==> src/rtl/uart_cmd_parser.sv <==
// Line-oriented ASCII command parser for a UART receiver: collects characters up to LF,
// then decodes LED on/off/all and STATUS commands into registered outputs and pulses.
module uart_cmd_parser #(
  parameter int unsigned MAX_LEN = 8
) (
  input  logic       i_Clock,
  input  logic       i_Rst_n,
  input  logic       i_Rx_DV,
  input  logic [7:0] i_Rx_Byte,
  output logic [7:0] o_LEDs,
  output logic       o_Status_Req,
  output logic       o_Cmd_Err,
  output logic       o_Busy
);

  // At least 3 index bits so the fixed-position decode (up to 6 chars) stays in range.
  localparam int unsigned LEN_W = ($clog2(MAX_LEN + 1) < 3) ? 3 : $clog2(MAX_LEN + 1);
  localparam int unsigned BUF_DEPTH = 2 ** LEN_W;
  localparam logic [7:0] LF = 8'h0A;
  localparam logic [7:0] CR = 8'h0D;

  typedef enum logic [1:0] {S_COLLECT, S_DISCARD, S_EXEC} state_e;

  state_e           state_q;
  logic [LEN_W-1:0] len_q;
  logic [7:0]       buffer_q [BUF_DEPTH];
  logic [7:0]       leds_q;
  logic             status_q;
  logic             err_q;
  logic             busy_q;

  logic             store;
  logic [7:0]       dec_leds;
  logic             dec_status;
  logic             dec_err;
  logic             digit_ok;
  logic [2:0]       led_idx;

  assign store = (state_q == S_COLLECT) && i_Rx_DV && (i_Rx_Byte != LF) &&
                 (i_Rx_Byte != CR) && (len_q != LEN_W'(MAX_LEN));

  always_ff @(posedge i_Clock) begin
    if (store) begin
      buffer_q[len_q] <= i_Rx_Byte;
    end
  end

  // '1'..'8' map to 1..0 in their low three bits, so subtracting one yields the LED index.
  assign digit_ok = (buffer_q[2] >= 8'h31) && (buffer_q[2] <= 8'h38);
  assign led_idx  = buffer_q[2][2:0] - 3'd1;

  always_comb begin
    dec_leds   = leds_q;
    dec_status = 1'b0;
    dec_err    = 1'b1;
    if (len_q == LEN_W'(3) && buffer_q[0] == 8'h4F && digit_ok) begin
      if (buffer_q[1] == 8'h4E) begin
        dec_leds[led_idx] = 1'b1;
        dec_err           = 1'b0;
      end else if (buffer_q[1] == 8'h46) begin
        dec_leds[led_idx] = 1'b0;
        dec_err           = 1'b0;
      end
    end else if (len_q == LEN_W'(5) && buffer_q[0] == 8'h41 && buffer_q[1] == 8'h4C &&
                 buffer_q[2] == 8'h4C && buffer_q[3] == 8'h4F) begin
      if (buffer_q[4] == 8'h4E) begin
        dec_leds = 8'hFF;
        dec_err  = 1'b0;
      end else if (buffer_q[4] == 8'h46) begin
        dec_leds = 8'h00;
        dec_err  = 1'b0;
      end
    end else if (len_q == LEN_W'(6) && buffer_q[0] == 8'h53 && buffer_q[1] == 8'h54 &&
                 buffer_q[2] == 8'h41 && buffer_q[3] == 8'h54 && buffer_q[4] == 8'h55 &&
                 buffer_q[5] == 8'h53) begin
      dec_status = 1'b1;
      dec_err    = 1'b0;
    end
  end

  always_ff @(posedge i_Clock or negedge i_Rst_n) begin
    if (!i_Rst_n) begin
      state_q  <= S_COLLECT;
      len_q    <= '0;
      leds_q   <= 8'h00;
      status_q <= 1'b0;
      err_q    <= 1'b0;
      busy_q   <= 1'b0;
    end else begin
      status_q <= 1'b0;
      err_q    <= 1'b0;
      unique case (state_q)
        S_COLLECT: begin
          if (i_Rx_DV && i_Rx_Byte != CR) begin
            if (i_Rx_Byte == LF) begin
              if (len_q != '0) begin
                state_q <= S_EXEC;
                busy_q  <= 1'b1;
              end
            end else if (len_q == LEN_W'(MAX_LEN)) begin
              state_q <= S_DISCARD;
            end else begin
              len_q <= len_q + LEN_W'(1);
            end
          end
        end
        S_DISCARD: begin
          if (i_Rx_DV && i_Rx_Byte == LF) begin
            err_q   <= 1'b1;
            len_q   <= '0;
            state_q <= S_COLLECT;
          end
        end
        S_EXEC: begin
          // Any strobe arriving here is intentionally ignored.
          leds_q   <= dec_leds;
          status_q <= dec_status;
          err_q    <= dec_err;
          len_q    <= '0;
          busy_q   <= 1'b0;
          state_q  <= S_COLLECT;
        end
        default: state_q <= S_COLLECT;
      endcase
    end
  end

  assign o_LEDs       = leds_q;
  assign o_Status_Req = status_q;
  assign o_Cmd_Err    = err_q;
  assign o_Busy       = busy_q;

endmodule

==> config.mk <==
export PLATFORM = sky130hd
export DESIGN_NAME = uart_cmd_parser
export DESIGN_NICKNAME = d
export VERILOG_FILES = /design/src/rtl/uart_cmd_parser.sv
export SDC_FILE = /design/constraint.sdc
export NUM_CORES = 1
export LEC_CHECK = 0
export CAP_MARGIN = 20
export CORE_MARGIN = 4
export CORE_UTILIZATION = 26
export CTS_CLUSTER_SIZE = 20
export DETAILED_ROUTE_END_ITERATION = 8
export PLACE_DENSITY = 0.39
export SLEW_MARGIN = 40
export SYNTH_ARGS = -nofsm -noshare
export SYNTH_HDL_FRONTEND = slang
export SYNTH_SLANG_ARGS = --single-unit
==> constraint.sdc <==
create_clock -name i_Clock -period 6.55 [get_ports i_Clock]
set_clock_uncertainty 0.15 [all_clocks]
set_input_delay 0.655 -clock i_Clock [delete_from_list [all_inputs] [get_ports i_Clock]]
set_output_delay 0.655 -clock i_Clock [all_outputs]
set_load 0.02 [all_outputs]
==> parameters.txt <==
Parameter                              Value

Timing
  Worst-margin pin slew ... 0.761 ns
  Max Clock Freq ... 0.335 GHz
  Aggregate negative setup slack ... 0 ns
  Final hold viol count ... 0
  Unrepaired setup endpoints after global routing ... false
  Post-layout min period ... 2.98 ns
  Slew margin rel. ... 49.1%
  Final worst-path cycle share ... 45.5%
  Final setup vio count ... 0
  Slew Viols, Final ... 0

Floorplanning
  Initial cell density of the core ... 27.1%
  Horiz. Die Dim ... between 100 and 150 um
  Die footprint ... 13300 um^2
  Std-Cell Core Area ... 11000 um^2
  Top Ports ... 22
  Row cnt ... 38
  Chip height ... 115 um

Route
  Post-route antenna net violation count ... 0
  Wirelength per Cell ... 18.4 um
  Detailed Routing Iterations Pass 1 ... 4
  Via density per instance ... just under 5
  Remaining DRCs ... 0
  Via count ... approximately 2000
  Total wirelength of the detailed-routed design ... 7.43 mm
  DRT iter0 DRCs ... 91

Power
  Post-layout total power ... 1.25 mW
  Leakage ... 1.24 nW
  Cell area power density ... 343 nW/um^2
  VDD IR max ... 0.128 mV

CTS
  CTS Hold Buffers Added ... 0
  Quantity of gates resized following cts ... 0
  Number of sinks driven by the clock tree ... 65
  H-tree depth ... 3
  Post-CTS repair timing setup buffer count ... 0
  Num CTS Buffers ... 9
  CTS tree ... built
  Clock slew at reported path FFs ... 0.06 ns
  Number of buffers on the longest clock path ... 2
  Later-pin clock latency in the skew report ... 0.33 ns
  Clock root buffer ... clkbuf_16

Yosys
  Share of synthesized registers carrying an async set or reset ... 26.2%
  Portion of the post-synthesis area used by sequential elements ... 62.3%
  Post-Synthesis Net Count ... 254
  YS warnings ... 0
  Most frequently used flop master after synthesis ... edfxtp_1
  Number of distinct library cells after synthesis ... between 50 and 60
  Average cell area after synthesis ... 12.9 um^2
  Number of standard cells after synthesis ... 232
  Yosys reg bits ... 65
  Number of enable flip-flop cells after synthesis ... 48
  Synthesized cell area ... 2990 um^2

Layout
  Antenna diode count ... 0
  FF/Latch Area ... 1870 um^2
  Area of the multi-input gates ... 1040 um^2
  Signed area change from the synthesized netlist to the final layout ... 21.6%
  Number of filler instances in the final layout ... roughly 1100
  Layout cell share with drive strength beyond 1 ... 9.47%
  Fin nets ... 281
  End-of-flow core utilization ... about a third

Global route
  Number of antenna violations at the first check in global routing ... 0
  Wire length of the first global-routing pass ... roughly 12 mm
  Aggregate global routing overflow ... 0
  Largest net degree at the start of global routing ... 18
  Vias in the first global route ... 2035
  GRT Resource Usage Total ... 12.0%

Worst setup path
  Critical Path Fanout Max ... 8
  Arrival @ worst endpoint ... 2.79 ns
  Path type of the worst setup path ... input pin to register
  Element type at the critical path start ... input pin
  Critical path required time ... 6.36 ns
  Capturing element type of the critical path ... register

Run
  Max-cap violations ... 0

Place
  IO Port Bufs ... 21
  DP Wirelength ... 5.43 mm
  Global placement routability congestion ... 0.809

Hold path
  Worst Hold Class ... input pin to asynchronous set/reset pin

Run status
  Run status ... complete, no violations
==> synth_stat cells (all sizes together), types with 2 or more instances <==
cell     number  area (um^2)
nand2b        3         18.8
o41ai        11         96.3
nand3         4         20.0
nand4         8         50.1
nand3b        3         22.5
a31oi         2         12.5
inv          14         52.6
ha           11          138
clkbuf        2         7.51
a21oi        12         60.1
o22ai         2         12.5
buf           3         27.5
nor4bb        3         30.0
nor2         13         48.8
edfxtp       48         1440
nor3b         2         15.0
and4          2         17.5
nand4bb       3         33.8
or3           2         12.5
nor4b         3         26.3
or4           4         33.8
nor4         11         75.1
dfrtp        17          425
o21ai         2         10.0
nor3         11         55.1
or2           4         25.0
nand4b        2         17.5
nand2        12         47.6
==> worst paths after layout <==
path	startpoint	endpoint	slack [ns]	depth (start not counted)
max	i_Rx_Byte[1]	buffer_q[1][6]	3.57	6
min	i_Rst_n	asynchronous set/reset pin	0.1	1
min in group i_Clock	register	register	0.39	2
max in group asynchronous	i_Rst_n	o_Cmd_Err	5.86	1
min reg2reg	register	register	0.39	2
max reg2reg	buffer_q[2][0]	register	3.73	7
==> report_power, final <==
group	switching (mW)	internal, mW
sequential	0.0380	0.507
clock	0.190	0.298
combinational	0.138	0.0770
==> layer usage <==
metal	vias to the layer above	GRT usage (%)	wire length [um]
met4	0	3.76	66
met2	37	19.4	3610
met5	-	0	0
met1	997	15.7	3540
li1	971	-	-
met3	2	3.16	219
==> cell families (layout without fill, tap and decap cells) <==
| kind of cell | after synthesis | after routing | share of synthesized area [%] |
|---|---|---|---|
| AND/OR/NAND/NOR | 97 | 97 | 20.5 |
| multiplexers | 2 | 2 | 0.710 |
| adder cells (fa/ha/maj) | 11 | 11 | 4.60 |
| buffers and inverters | 19 | 51 | 2.93 |
| XOR/XNOR | 2 | 2 | 0.585 |
| flip-flops | 65 | 65 | 62.3 |
| AO/OA/AOI/OAI | 36 | 36 | 8.36 |
==> area by class of cell <==
type | instances | share of cell area [%]
multi-input cells | 148 | 28.5
well taps | 140 | 4.81
inverters | 14 | 1.44
flip-flops and latches | 65 | 51.3
clock inverters | 7 | 2.13
repair buffers | 21 | 5.63
clock buffers | 9 | 6.18
==> per-stage QoR <==
step / setup WS, ns / hold slack [ns] / instances / cell area (um^2)
2_1_floorplan: 4.20 / 0.209 / 232 / 2990
3_3_place_gp: 3.24 / 0.383 / 388 / 3340
3_5_place_dp: 3.20 / 0.384 / 388 / 3340
4_1_cts: 3.55 / 0.106 / 404 / 3640
5_1_grt: 3.47 / 0.139 / 404 / 3640
6_report: 3.57 / 0.0985 / 404 / 3640
==> cell usage in the layout (no fill, tap or decap), types with 3 or more instances in the layout <==
master and instances:
nand3_1 4, nor3_1 11, edfxtp_1 48, clkbuf_16 9, clkdlybuf4s50_1 20, nor4b_1 3, nand4_1 8, o41ai_1 11
nand2_1 11, dfrtp_1 17, or4_1 3, nor2_1 13, nor4bb_1 3, inv_1 14, a21oi_1 12, nand2b_1 3
nand4bb_1 3, ha_1 11, nor4_1 10, clkinv_4 3, nand3b_1 3
==> worst max-delay path, cell delays in order <==
cell and delay (ns):
clkdlybuf4s50_1 0.66, and3b_1 0.26, o211ai_1 0.16, nand4_1 0.12
or2_2 0.34, nor2_1 0.60
Note: power is estimated with default switching activity, not from simulation.
